<file path="src/rtl/ctrl_pipe_chain.sv">
// Control-bundle pipeline chain: DEPTH register stages with valid, stall, flush and bubble insertion.
// Define CTRL_PIPE_PERF_EN to add the bubble_cnt / stall_cnt performance counters.
module ctrl_pipe_chain #(
    parameter int              WIDTH  = 4,
    parameter int              DEPTH  = 2,
    parameter logic [WIDTH-1:0] BUBBLE = '0
) (
    input  logic                   clk,
    input  logic                   reset,
    input  logic [WIDTH-1:0]       ctrl_in,
    input  logic                   valid_in,
    input  logic [DEPTH-1:0]       stall,
    input  logic [DEPTH-1:0]       flush,
    output logic                   ready_in,
    output logic [DEPTH*WIDTH-1:0] ctrl_tap,
    output logic [DEPTH-1:0]       valid_tap,
    output logic [WIDTH-1:0]       ctrl_out,
    output logic                   valid_out
`ifdef CTRL_PIPE_PERF_EN
    ,
    output logic [15:0]            bubble_cnt,
    output logic [15:0]            stall_cnt
`endif
);

    logic [DEPTH-1:0][WIDTH-1:0] ctrl_q, ctrl_d;
    logic [DEPTH-1:0]            valid_q, valid_d;
    logic [DEPTH-1:0]            hold;

    // A stall freezes its own stage and every stage upstream of it.
    for (genvar g = 0; g < DEPTH; g++) begin : g_hold
        assign hold[g] = |stall[DEPTH-1:g];
    end

    assign ready_in = ~hold[0];

    always_comb begin
        ctrl_d  = ctrl_q;
        valid_d = valid_q;

        if (flush[0]) begin
            valid_d[0] = 1'b0;
            ctrl_d[0]  = BUBBLE;
        end else if (!hold[0]) begin
            valid_d[0] = valid_in;
            ctrl_d[0]  = valid_in ? ctrl_in : BUBBLE;
        end

        // A draining stage behind a held neighbour receives a bubble.
        for (int i = 1; i < DEPTH; i++) begin
            if (flush[i]) begin
                valid_d[i] = 1'b0;
                ctrl_d[i]  = BUBBLE;
            end else if (!hold[i]) begin
                if (hold[i-1]) begin
                    valid_d[i] = 1'b0;
                    ctrl_d[i]  = BUBBLE;
                end else begin
                    valid_d[i] = valid_q[i-1];
                    ctrl_d[i]  = ctrl_q[i-1];
                end
            end
        end
    end

    always_ff @(posedge clk) begin
        if (!reset) begin
            valid_q <= '0;
            for (int i = 0; i < DEPTH; i++) begin
                ctrl_q[i] <= BUBBLE;
            end
        end else begin
            valid_q <= valid_d;
            ctrl_q  <= ctrl_d;
        end
    end

    assign ctrl_tap  = ctrl_q;
    assign valid_tap = valid_q;
    assign ctrl_out  = ctrl_q[DEPTH-1];
    assign valid_out = valid_q[DEPTH-1];

`ifdef CTRL_PIPE_PERF_EN
    logic [15:0] bubble_cnt_q, stall_cnt_q;

    // Both counters saturate rather than wrap.
    always_ff @(posedge clk) begin
        if (!reset) begin
            bubble_cnt_q <= '0;
            stall_cnt_q  <= '0;
        end else begin
            if (!valid_q[DEPTH-1] && bubble_cnt_q != 16'hFFFF) begin
                bubble_cnt_q <= bubble_cnt_q + 16'd1;
            end
            if (hold[0] && stall_cnt_q != 16'hFFFF) begin
                stall_cnt_q <= stall_cnt_q + 16'd1;
            end
        end
    end

    assign bubble_cnt = bubble_cnt_q;
    assign stall_cnt  = stall_cnt_q;
`endif

endmodule
</file>
<file path="config.mk">
export PLATFORM = sky130hd
export DESIGN_NAME = ctrl_pipe_chain
export DESIGN_NICKNAME = d
export VERILOG_FILES = /design/src/rtl/ctrl_pipe_chain.sv
export SDC_FILE = /design/constraint.sdc
export NUM_CORES = 1
export LEC_CHECK = 0
export ABC_AREA = 1
export CAP_MARGIN = 15
export CORE_UTILIZATION = 31
export CTS_CLUSTER_DIAMETER = 60
export DETAILED_ROUTE_END_ITERATION = 10
export PLACE_DENSITY = 0.72
export RECOVER_POWER = 100
export SLEW_MARGIN = 20
export SYNTH_ARGS = -nofsm -noshare
export SYNTH_HDL_FRONTEND = slang
export SYNTH_SLANG_ARGS = --single-unit
</file>
<file path="constraint.sdc">
create_clock -name clk -period 0.8 [get_ports clk]
set_clock_uncertainty 0.2 [all_clocks]
set_input_delay 0.08 -clock clk [delete_from_list [all_inputs] [get_ports clk]]
set_output_delay 0.08 -clock clk [all_outputs]
set_load 0.005 [all_outputs]
</file>
* Yosys cells after proc, flatten, opt, wreduce, memory -nomap -nowiden
Index checks and enable logic that the tools add are counted. W data, S select, Z words.
Cells by class: mux-type cells 3, bitwise operators 2, reductions and logical operators 3
Operators with widths (count):
- $mux W4 | 2
- $reduce_or A2 Y1 | 3
- $not A1 Y1 | 2
- $mux W1 | 1
Storage, ports and cells: bits in registers 10, bits of input ports 11, output and inout bits 16

* Logic depth before layout (Yosys ltp)
Gate-level depths: netlist (run 1).
depth in word-level cells 2, gate-level depth with buffers 4, gate-level depth less buffers 4

* Least setup slack after synthesis (run 1)
OpenSTA, ideal clock, no wires.
kind register to register, start point register, netlist name ctrl_tap[0], end point register ctrl_q (netlist bit ctrl_tap[0]), data arrival time 533 ps, path slack -2 ps, stages on the path, launching flop included 3, path through dfxtp_1 > o21ai_0 > a21oi_1
RTL lines:
- to (signal assigned) | line 74 | ctrl_q <= ctrl_d;
- to (decl) | line 26 | logic [DEPTH-1:0][WIDTH-1:0] ctrl_q, ctrl_d;

* Worst setup path in the final report (run 1)
start point register ctrl_q (netlist bit ctrl_tap[1]), end point output ctrl_tap[1]
RTL lines:
- to (decl) | line 15 | output logic [DEPTH*WIDTH-1:0] ctrl_tap,
No word-level cell between the ends.

==> results of run 1 <==
state kept, by name, summed over array words and instances, names as in the netlist:
signal,cells
ctrl_out,4
ctrl_tap,4
valid_tap,2
power groups by stage:
stage | clock, µW | sequential, µW | combinational, µW
after floorplan | 0 | 517 | 42.1
after global placement | 0 | 516 | 128
after detailed placement | 0 | 516 | 129
after CTS | 350 | 505 | 143
after global routing | 382 | 505 | 170
final | 343 | 505 | 157
routing by layer:
layer	track usage	vias up	wire (µm)
met2	0.295	20	789
met1	0.187	222	498
met4	0.103	0	0
li1	-	262	-
met5	0	-	0
met3	0.0455	0	87
logic make-up after synthesis:
family,Yosys count
simple gates,22
buf+inv,13
compound gates,15
flops,10
what timing repair did:
action                                  in CTS  in global routing
pin swaps                                   12                  8
resized for setup                          101                 16
buffers inserted                             3                  2
endpoints found under the setup margin      26                 26
cloned                                       1                  0
metrics by stage:
step	util	setup TNS, ps	total power, µW
detailed placement	0.570	-9940	645
finish	0.637	-3540	1010
global route	0.637	-4200	1060
floorplan	-	0	559
global placement	0.570	-9660	643
CTS	0.596	-3460	998
worst min-delay path by stage:
stage                            from      endpoint  slack, ps  cells after the start
after global placement    ctrl_tap[2]   ctrl_out[2]        260                      2
after floorplan              valid_in  valid_tap[0]         30                      2
final                        stall[1]   ctrl_out[3]         50                      4
after global routing         stall[1]   ctrl_out[3]         40                      4
after detailed placement  ctrl_tap[2]   ctrl_out[2]        260                      2
after CTS                    stall[0]   ctrl_tap[3]         60                      4
final cells by class:
type | instances | area, µm²
Multi-Input combinational cell | 37 | 236
Inverter | 6 | 22.5
Sequential cell | 10 | 213
Fill cell | 123 | 473
Tap cell | 15 | 18.8
Timing Repair Buffer | 40 | 315
Clock buffer | 3 | 22.5
synthesized netlist by cell type:
library cell | n | area (µm²)
a21oi_1 | 10 | 50.1
buf_2 | 1 | 5.00
buf_4 | 5 | 37.5
buf_6 | 1 | 11.3
dfxtp_1 | 10 | 200
inv_1 | 6 | 22.5
nand2_1 | 21 | 78.8
nor2_2 | 1 | 6.26
o21ai_0 | 5 | 25.0
worst reg2reg max path, cell delays in order (launching register included):
cell,delay [ps]
dfxtp_2,320
buf_4,120
buf_6,100
nand2_2,60
a21oi_2,50
==> metrics.txt, run 1 <==
switching pwr 250 µW; XOR/XNOR share of the synthesized area 0; post-synthesis simple-gate area fraction 0.195; proportion of synthesized area in mux cells 0; synthesized netlist cell count 60; final wirelength 1.38 mm; CP endpoint ctrl_tap[1]; number of port buffers 26; Clk Latency, worst-skew pair 260 ps; DRC 0; dpl cells 104; Final Worst Setup Slack -204 ps; Core ar. 1300 µm²; failing checks setup timing; # hold bufs at CTS 0; 1st-iter DRT viols 1; Seq pwr share 0.502; post-route cell area 828 µm²; first-pass GRT wire length 1.75 mm; CP bufs+invs 1; Cell Rows 13; vias per cell 4.54; Worst Path Required 520 ps; share of layout cells above drive strength 1 0.708; Max Cap Viol 0; Post-Place Worst Slack -627 ps; largest net degree at the start of global routing 11; Switching Fraction 0.249; Mapped Avg Cell Area 7.28 µm²; Hold Crit Class in -> reg; slew margin rel. 0.859; IO Count 27; Crit path max-delay family flip-flops; RSZ-0062 raised after global routing yes; gr ovfl total 0; sequence of cells on the critical path buf_6; worst vdd ir 0.836 mV; RD Place Congestion 0.677; Post-DP Area 742 µm²; count of unique library cells instantiated by Yosys 9; Via Count 504; TritonCTS clock tree done; Sink Count 10; outcome complete, but fails checks; reg2reg setup slack -160 ps; FF+latch count, synth 10; worst reg2reg path endpoint ctrl_out[2]; power density over the cells 1210 nW/µm²; sequential element share of the synthesized area 0.458; first drt pass iteration count 3; vias in the first global route 436; FF-to-FF path depth 4; post-synthesis adder-cell area fraction 0; # setup viols final 25; Layout Area Growth over Synthesis 89.7%; crit path kind reg -> out; crit path time final 1000 ps; startpoint types flop; internal power 756 µW; cell area after synthesis 437 µm²; Syn Nets 71; final std cells w/o fill 111; final antenna-violating net count 0; main combinational cell family by area after synthesis simple AND/OR/NAND/NOR gates; initial antenna violation count 0; commonest non-fill, non-tap cell in the layout buf_2; Antenna Cells 0; final hold slack 45.5 ps; crit path max fanout 2; CP max stage cell dfxtp_2; clock share of power 0.341; cell count along the critical path 1; Reg2Reg Launch Point ctrl_out[2]; Reg clk slew, reported paths 60 ps; Nets 109; H-Tree Depth 1; Max Clock Freq 0.996 GHz; compound-gate portion of the synthesized area 0.172; CP endpoint kind primary output; Final Cycle Share 1.26; clock root buffer clkbuf_4; Max Root-Sink Buffers 2; Die H 39.5 µm; Die ar. 1560 µm²; Initial Util 0.336; final hold violations 0; worst path arrival time 720 ps; post-DR wirelength/cell 12.4 µm; Logic pwr share 0.156; Total GRT Usage 0.173; synth warn 0; Slew Viols, Final 0; die width 39.5 µm; worst slew pin tran 210 ps; Setup crit start ctrl_tap[1]; most frequent cells in the layout buf_2 (15), nand2_1 (11), buf_6 (10), dfxtp_2 (10); Leak Pwr 0.000405 µW; Num CTS Buffers 3; Crit path largest cell delay 360 ps
No activity file was read; power rests on OpenSTA's default activity.
==> run 2, diff against run 1 <==
--- a/config.mk
+++ b/config.mk
@@ -6,7 +6,7 @@
 export NUM_CORES = 1
 export LEC_CHECK = 0
 export ABC_AREA = 1
-export CAP_MARGIN = 15
+export CAP_MARGIN = 20
 export CORE_UTILIZATION = 31
 export CTS_CLUSTER_DIAMETER = 60
 export DETAILED_ROUTE_END_ITERATION = 10
==> constraint.sdc (replaced) <==
create_clock -name clk -period 0.9 [get_ports clk]
set_clock_uncertainty 0.2 [all_clocks]
set_input_delay 0.09 -clock clk [delete_from_list [all_inputs] [get_ports clk]]
set_output_delay 0.09 -clock clk [all_outputs]
set_load 0.005 [all_outputs]
==> metrics.txt, run 2 (synthesized netlist as in run 1, its figures left out) <==
Initial Util 0.336 (unchanged); reg2reg setup slack -160 ps (about the same); Reg2Reg Launch Point ctrl_out[0]; Die H 39.5 µm (unchanged); final wirelength 1.21 mm (-12%); Via Count 512 (+1.6%); Sink Count 10 (unchanged); worst slew pin tran 169 ps (-41.0 ps); Layout Area Growth over Synthesis 103%; Post-DP Area 729 µm² (-1.7%); Hold Crit Class in -> reg; Max Cap Viol 0 (unchanged); Core ar. 1300 µm² (unchanged); worst path arrival time 790 ps (+70 ps); Hold Path End ctrl_tap[2]; highest metal used met3; final hold violations 0 (unchanged); die width 39.5 µm (unchanged); Nets 111 (+1.8%); largest net degree at the start of global routing 11 (unchanged); Die ar. 1560 µm² (unchanged); vias per cell 4.49 (-1.1%); post-DR wirelength/cell 10.6 µm (-15%); H-Tree Depth 1 (unchanged); Sequential cell area 216 µm² (+1.8%); Reg clk slew, reported paths 70 ps (about the same); DRC 0 (unchanged); RSZ-0062 raised after global routing yes; final hold slack 47.7 ps (+2.21 ps); FF-to-FF path depth 5 (+1); Post-DP HPWL 712 µm; RD Place Congestion 0.702 (+3.8%); Min-Delay Startpoint stall[1]; Total GRT Usage 0.152 (-0.0203); post-route cell area 887 µm² (+7.1%); met2 wire len 682 µm (-14%); area of the multi-input gates 228 µm² (-3.7%); startpoint types flop; crit path kind reg -> out; # setup viols final 17 (-32%); gr ovfl total 0 (unchanged); Post-Place Worst Slack -564 ps (+62.4 ps); Final Cycle Share 1.21; Worst Path Required 610 ps (+90 ps); first drt pass iteration count 3 (unchanged); Hold Path Cell Cnt 5 (+1); most frequent cells in the layout buf_6 (15), nand2_1 (12), buf_2 (10); worst vdd ir 0.672 mV (-20%); failing checks setup timing; fill cell count 124 (+0.81%); clock root buffer clkbuf_4; commonest non-fill, non-tap cell in the layout buf_6; final antenna-violating net count 0 (unchanged); Cell Rows 13 (unchanged); slew margin rel. 0.887 (+0.0283); first-pass GRT wire length 1.61 mm (-7.9%); Clk Latency, worst-skew pair 260 ps (about the same); Slew Viols, Final 0 (unchanged); share of layout cells above drive strength 1 0.687 (-0.0215); dpl cells 103 (-0.96%); worst reg2reg path endpoint ctrl_out[0]; Final Worst Setup Slack -185 ps (+19.5 ps); IO Count 27 (unchanged); outcome complete, but fails checks; TritonCTS clock tree done; Max Clock Freq 0.922 GHz; initial antenna violation count 0 (unchanged); crit path time final 1080 ps; Num CTS Buffers 3 (unchanged); vias in the first global route 394 (-9.6%); Antenna Cells 0 (unchanged); power density over the cells 1110 nW/µm² (-8.7%); 1st-iter DRT viols 4 (+3); CP endpoint kind primary output; Leak Pwr 0.000412 µW (+1.7%); Max Root-Sink Buffers 2 (unchanged); met1 WL 461 µm (-7.4%); met3 wire length 63 µm (-28%); crit path max fanout 2 (unchanged); number of port buffers 26 (unchanged); final std cells w/o fill 114 (+2.7%)
[run 2: worst max-delay path by stage]
stage / from / end / depth (start not counted)
floorplan: ctrl_tap[0] / ctrl_tap[0] / 2
global placement: stall[1] / ready_in / 3
detailed placement: stall[1] / ready_in / 3
CTS: ctrl_out[0] / ctrl_tap[4] / 2
global route: ctrl_out[0] / ctrl_tap[4] / 2
finish: ctrl_out[0] / ctrl_tap[4] / 2
[run 2: cell type report]
| cell class | count | share of cell area |
|---|---|---|
| timing repair buffer | 42 | 0.412 |
| multi-input combinational | 37 | 0.257 |
| tap | 15 | 0.0212 |
| sequential | 10 | 0.244 |
| inverter | 6 | 0.0254 |
| clock buffer | 4 | 0.0409 |
[run 2: critical path: stages, from the launching register on]
cell and delay [ps]:
dfxtp_2 330, buf_6 110, buf_6 100
[run 2: what timing repair did]
action,CTS,global route
pin swaps,4,10
gates cloned,1,0
gates resized for setup,82,40
setup buffers,5,2
hold buffers,0,0
setup endpoints to repair,26,26
[run 2: stage by stage]
step	total power [µW]	util	setup TNS, ps
after floorplan	496	-	0
after global placement	571	0.561	-7390
after detailed placement	572	0.561	-7730
after CTS	961	0.576	-1510
after global routing	1030	0.682	-2410
final	984	0.682	-1820
[run 2: report_power, final]
group          internal (µW)  total, µW  switching (µW)
logic                   67.3        129            62.2
clock network            245        412             167
registers                440        442            2.32
[run 2: layer usage]
metal  GRT usage  vias up
li1            -      265
met1       0.193      230
met3      0.0341        0
met4      0.0517        0
met5           0        -
met2       0.250       17
==> run 3, diff against run 2 <==
--- a/config.mk
+++ b/config.mk
@@ -8,6 +8,7 @@
 export ABC_AREA = 1
 export CAP_MARGIN = 20
 export CORE_UTILIZATION = 31
+export CTS_BUF_LIST = sky130_fd_sc_hd__clkbuf_16
 export CTS_CLUSTER_DIAMETER = 60
 export DETAILED_ROUTE_END_ITERATION = 10
 export PLACE_DENSITY = 0.72
==> metrics.txt, run 3 (synthesized netlist as in run 1, its figures left out) <==
TritonCTS clock tree done; Die H 39.5 µm (unchanged); Slew Viols, Final 0 (unchanged); Layout Area Growth over Synthesis 106%; worst vdd ir 1.08 mV (+60%); Die ar. 1560 µm² (unchanged); first drt pass iteration count 4 (+1); first-pass GRT wire length 1.66 mm (+3.0%); Crit path max-delay family flip-flops; final wirelength 1.31 mm (+8.4%); Via Count 509 (-0.59%); Total GRT Usage 0.165 (+0.0130); Reg clk slew, reported paths 40 ps (-30 ps); RSZ-0062 raised after global routing yes; # hold bufs at CTS 0 (unchanged); final antenna-violating net count 0 (unchanged); vias per cell 4.50 (+0.29%); Hold Path Cell Cnt 3 (-2); Core ar. 1300 µm² (unchanged); Final Worst Setup Slack -85.5 ps (+99.1 ps); number of port buffers 26 (unchanged); Clk Latency, worst-skew pair 230 ps (-30 ps); IO Count 27 (unchanged); outcome complete, but fails checks; Final Cycle Share 1.09 (-0.110); initial antenna violation count 0 (unchanged); RD Place Congestion 0.702 (unchanged); Crit path largest cell delay 350 ps (+20 ps); Post-Place Worst Slack -564 ps (unchanged); # setup viols final 17 (unchanged); 1st-iter DRT viols 4 (unchanged); power density over the cells 1530 nW/µm² (+38%); clock root buffer clkbuf_16; Min-Delay Startpoint reset; Initial Util 0.336 (unchanged); Cell Rows 13 (unchanged); Reg2Reg Launch Point ctrl_out[1]; Post-DP HPWL 712 µm (unchanged); Nets 110 (-0.90%); worst slew pin tran 202 ps (+33.0 ps); sequence of cells on the critical path buf_6; commonest non-fill, non-tap cell in the layout nand2_1; Hold Crit Class in -> reg; Antenna Cells 0 (unchanged); CP max stage cell dfxtp_4; most frequent cells in the layout nand2_1 (15), buf_6 (12), buf_2 (11); largest net degree at the start of global routing 11 (unchanged); worst reg2reg path endpoint ctrl_out[1]; Max Clock Freq 1.01 GHz (+10%); startpoint types flop; failing checks setup timing; post-DR wirelength/cell 11.6 µm (+9.3%); Sink Count 10 (unchanged); crit path time final 985 ps (-99.1 ps); worst path arrival time 700 ps (-90 ps); slew margin rel. 0.865 (-0.0222); fill cell count 112 (-9.7%); Leak Pwr 0.000434 µW (+5.3%); reg2reg setup slack -60 ps (+100 ps); DRC 0 (unchanged); share of layout cells above drive strength 1 0.643 (-0.0440); Hold Path End ctrl_out[3]; vias in the first global route 409 (+3.8%); CP bufs+invs 1 (-1); CP endpoint kind primary output; final hold violations 0 (unchanged); die width 39.5 µm (unchanged); gr ovfl total 0 (unchanged); overall power 1370 µW (+40%); H-Tree Depth 1 (unchanged); FF-to-FF path depth 4 (-1); crit path kind reg -> out; Max Cap Viol 0 (unchanged); crit path max fanout 3 (+1); Max Root-Sink Buffers 2 (unchanged); Worst Path Required 610 ps (about the same); Num CTS Buffers 3 (unchanged)
## run 3: cell types whose count changed in the layout (fill, tap and decap cells not counted), sizes merged
cell	before	now
buf	32	31
clkdlybuf4s15	1	0
clkdlybuf4s50	7	6
clkinv	0	1
dlymetal6s2s	0	1
## run 3: area by class of cell
class | count | area [µm²] | share of cell area
clock inverter | 1 | 3.75 | 0.00417
sequential | 10 | 216 | 0.241
tap | 15 | 18.8 | 0.0209
inverter | 6 | 22.5 | 0.0250
timing repair buffer | 41 | 342 | 0.380
clock buffer | 3 | 75.1 | 0.0834
multi-input combinational | 37 | 221 | 0.246
## run 3: per-stage QoR
stage	setup TNS, ps	util	hold slack [ps]	instances	instance area [µm²]
floorplan	0	-	37.0	60	437
global placement	-7390	0.561	259	103	729
detailed placement	-7730	0.561	268	103	729
CTS	-932	0.589	123	111	767
global route	-1450	0.691	43.6	113	900
finish	-1040	0.691	22.9	113	900
## run 3: worst min-delay path, delay by kind of cell
kind,cells,cell delay [ps]
buf+inv,1,170
simple gates,1,120
compound gates,1,30
## run 3: timing repair
action | in CTS | in global routing
pin swaps | 2 | 11
resized for setup | 75 | 45
setup endpoints to repair | 26 | 26
buffers inserted | 4 | 1
cloned | 0 | 1
## run 3: how the worst max path moves through the flow
stage	from	end	slack (ps)	cells past startpoint
floorplan	ctrl_tap[0]	ctrl_tap[0]	100	2
CTS	ctrl_out[1]	ctrl_out[1]	-70	4
detailed placement	stall[1]	ready_in	-560	3
finish	ctrl_out[2]	ctrl_tap[6]	-90	1
global placement	stall[1]	ready_in	-550	3
global route	ctrl_out[1]	ctrl_out[1]	-110	1
## run 3: power by group
part	leakage [µW]	switching, µW	internal (µW)	total [µW]
Clock	0.0000385	212	583	795
Sequential	0.0000858	2.26	443	445
Combinational	0.000310	65.0	68.4	133
Total	0.000434	280	1090	1370
## run 3: per-layer routing
layer	routed length (µm)	global-route usage	vias to the layer above
met4	27	0.155	0
met5	0	0	-
met1	511	0.186	224
li1	-	-	262
met2	715	0.266	19
met3	54	0.0170	4
==> edit, RTL diff (config.mk and constraints of run 2) <==
Change the parameter `WIDTH` from 4 to 6.
--- a/src/rtl/ctrl_pipe_chain.sv
+++ b/src/rtl/ctrl_pipe_chain.sv
@@ -1,7 +1,7 @@
 // Control-bundle pipeline chain: DEPTH register stages with valid, stall, flush and bubble insertion.
 // Define CTRL_PIPE_PERF_EN to add the bubble_cnt / stall_cnt performance counters.
 module ctrl_pipe_chain #(
-    parameter int              WIDTH  = 4,
+    parameter int              WIDTH  = 6,
     parameter int              DEPTH  = 2,
     parameter logic [WIDTH-1:0] BUBBLE = '0
 ) (
Interface: changed (resized ctrl_in, ctrl_out and ctrl_tap); port bits go from 27 to 35. No check against the original RTL was run, so the function may have changed too.
==> edit against run 2 <==
- the run ends with negative hold slack, negative setup slack left
- count of clock-buffer cells in the layout shrank 1
- sequential cell count grew 4
- setup slack lost 41 ps
- power grew 18%
- register-to-register slack gained 60 ps
- final area grew 39%
- wire length grew 48%
- synthesized area grew 39%
==> edit: results (changes against run 2) <==
.. list-table::
   :header-rows: 1

   * - Metric
     - Value
   * - Asr flop ratio synth
     - 0% (unchanged)
   * - Buffers on Ports
     - 34 (was 26)
   * - Post-synthesis cell type count
     - 8 (was 9)
   * - # diodes
     - 0 (unchanged)
   * - Detailed placer's ending HPWL
     - 1030 um (was 712 um)
   * - Maximum cell stage delay along the critical path
     - around 340 ps
   * - Worst Hold Margin
     - -16.6 ps (was 47.7 ps)
   * - Final wirelength
     - 1780 um (was 1210 um)
   * - Largest net degree at the start of global routing
     - 15 (was 11)
   * - Worst hold path type
     - primary input to register (unchanged)
   * - Sw Share
     - 25.4% (was 23.5%)
   * - Final hold violation count
     - 3 (was 0)
   * - Final critical-path setup slack
     - -226 ps (was -185 ps)
   * - Hold path depth
     - 3 (was 5)
   * - Fraction of final layout cells with drive strength greater than 1
     - 62.9% (was 68.7%)
   * - Sequential share of the synthesized area
     - 46.2% (was 45.8%)
   * - Starting DRC count in detailed routing
     - 5 (was 4)
   * - Routability cong.
     - 0.737 (was 0.702)
   * - Dpl cells
     - 146 (was 103)
   * - Clock Power
     - 362 uW (was 412 uW)
   * - Ranking of synthesized cells by instance count
     - 29 x nand2_1, 14 x a21oi_1, 14 x dfxtp_1 (was 21 x nand2_1, 10 x a21oi_1, 10 x dfxtp_1)
   * - Setup-failing EPs final
     - 28 (was 17)
   * - Ratio of routed vias to standard cells
     - 4.40 (was 4.49)
   * - VDD IR max
     - 0.673 mV (was 0.672 mV)
   * - Gate count after technology mapping
     - 82 (was 60)
   * - Status
     - complete, but fails checks (unchanged)
   * - Wire length of the first global-routing pass
     - 2460 um (was 1610 um)
   * - Nets in the synthesized netlist
     - 95 (was 71)
   * - Clk Latency, worst-skew pair
     - 280 ps (was 260 ps)
   * - NumNets Final
     - 147 (was 111)
   * - Worst-case headroom to the max-slew limit
     - 85.6% (was 88.7%)
   * - Via count of the first global-routing pass
     - 562 (was 394)
   * - Max clock buf depth
     - 2 (unchanged)
   * - Pre-CTS WS
     - -589 ps (was -564 ps)
   * - Total via count in the routed design
     - 691 (was 512)
   * - Violations in the final reports
     - negative hold slack, negative setup slack (was negative setup slack)
   * - Global-route total usage across every layer
     - 16.9% (was 15.2%)
   * - Cells taking the most area after synthesis
     - dfxtp_1 46%, nand2_1 18%, a21oi_1 12% (was dfxtp_1 46%, nand2_1 18%, a21oi_1 11%)
   * - Clock slew at reported path FFs
     - 90 ps (was 70 ps)
   * - Static Leakage
     - 0.577 nW (was 0.412 nW)
   * - Drt pass-1 iters
     - 4 (was 3)
   * - Top cell family by delay on the critical path
     - flip-flops (unchanged)
   * - Worst reg-to-reg path cell count
     - 4 (was 5)
   * - Portion of total power attributed to sequential cells
     - 54.1% (was 45.0%)
   * - CTS HTree Levels
     - 1 (unchanged)
## edit: cell type report
type | instances | area [um2]
well taps | 25 | 31.3
repair buffers | 56 | 539
inverters | 8 | 30.0
multi-input cells | 51 | 313
flip-flops and latches | 14 | 297
clock buffers | 3 | 22.5
fillers | 143 | 551
## edit: path summary, 6_finish.rpt
| kind | start | end | slack [ps] |
|---|---|---|---|
| worst min-delay path | reset | ctrl_tap[4]$_SDFFE_PP0N_ | -20 |
| worst min register to register | ctrl_tap[1]$_SDFFE_PP0N_ | ctrl_out[1]$_SDFFE_PP0N_ | 310 |
| worst max-delay path | ctrl_out[5]$_SDFFE_PP0N_ | ctrl_out[5] | -230 |
| worst max register to register | ctrl_out[5]$_SDFFE_PP0N_ | ctrl_out[5]$_SDFFE_PP0N_ | -100 |
## edit: metrics by stage
stage	instance area [um2]	setup TNS, ps	total power, mW
global placement	1010	-11020	0.783
global route	1230	-4200	1.21
detailed placement	1010	-11550	0.786
finish	1230	-3530	1.16
CTS	1130	-3520	1.14
floorplan	607	0	0.691
## edit: cell families after synthesis
logic type	synth area share, %
and+or+nand+nor	19.8
buffers and inverters	16.7
AOI/OAI and AO/OA	17.3
DFF	46.2
## edit: worst reg2reg max path: stages (launching register included)
cell and delay (ps):
dfxtp_2 350, buf_6 100, buf_4 110, nand2_4 50, a21oi_2 130
## edit: layer usage
metal	vias up	share of wire, %	global-route usage [%]
li1	351	-	-
met1	310	38	18.6
met2	26	54	28.7
met3	4	5.2	3.92
met4	0	2.4	10.6
met5	-	0	0
## edit: timing repair
item | in CTS | in global routing
gates cloned | 0 | 0
resized for setup | 135 | 33
hold endpoints to repair | 0 | 0
setup buffers | 11 | 2
pin swaps | 9 | 9
endpoints found under the setup margin | 36 | 36
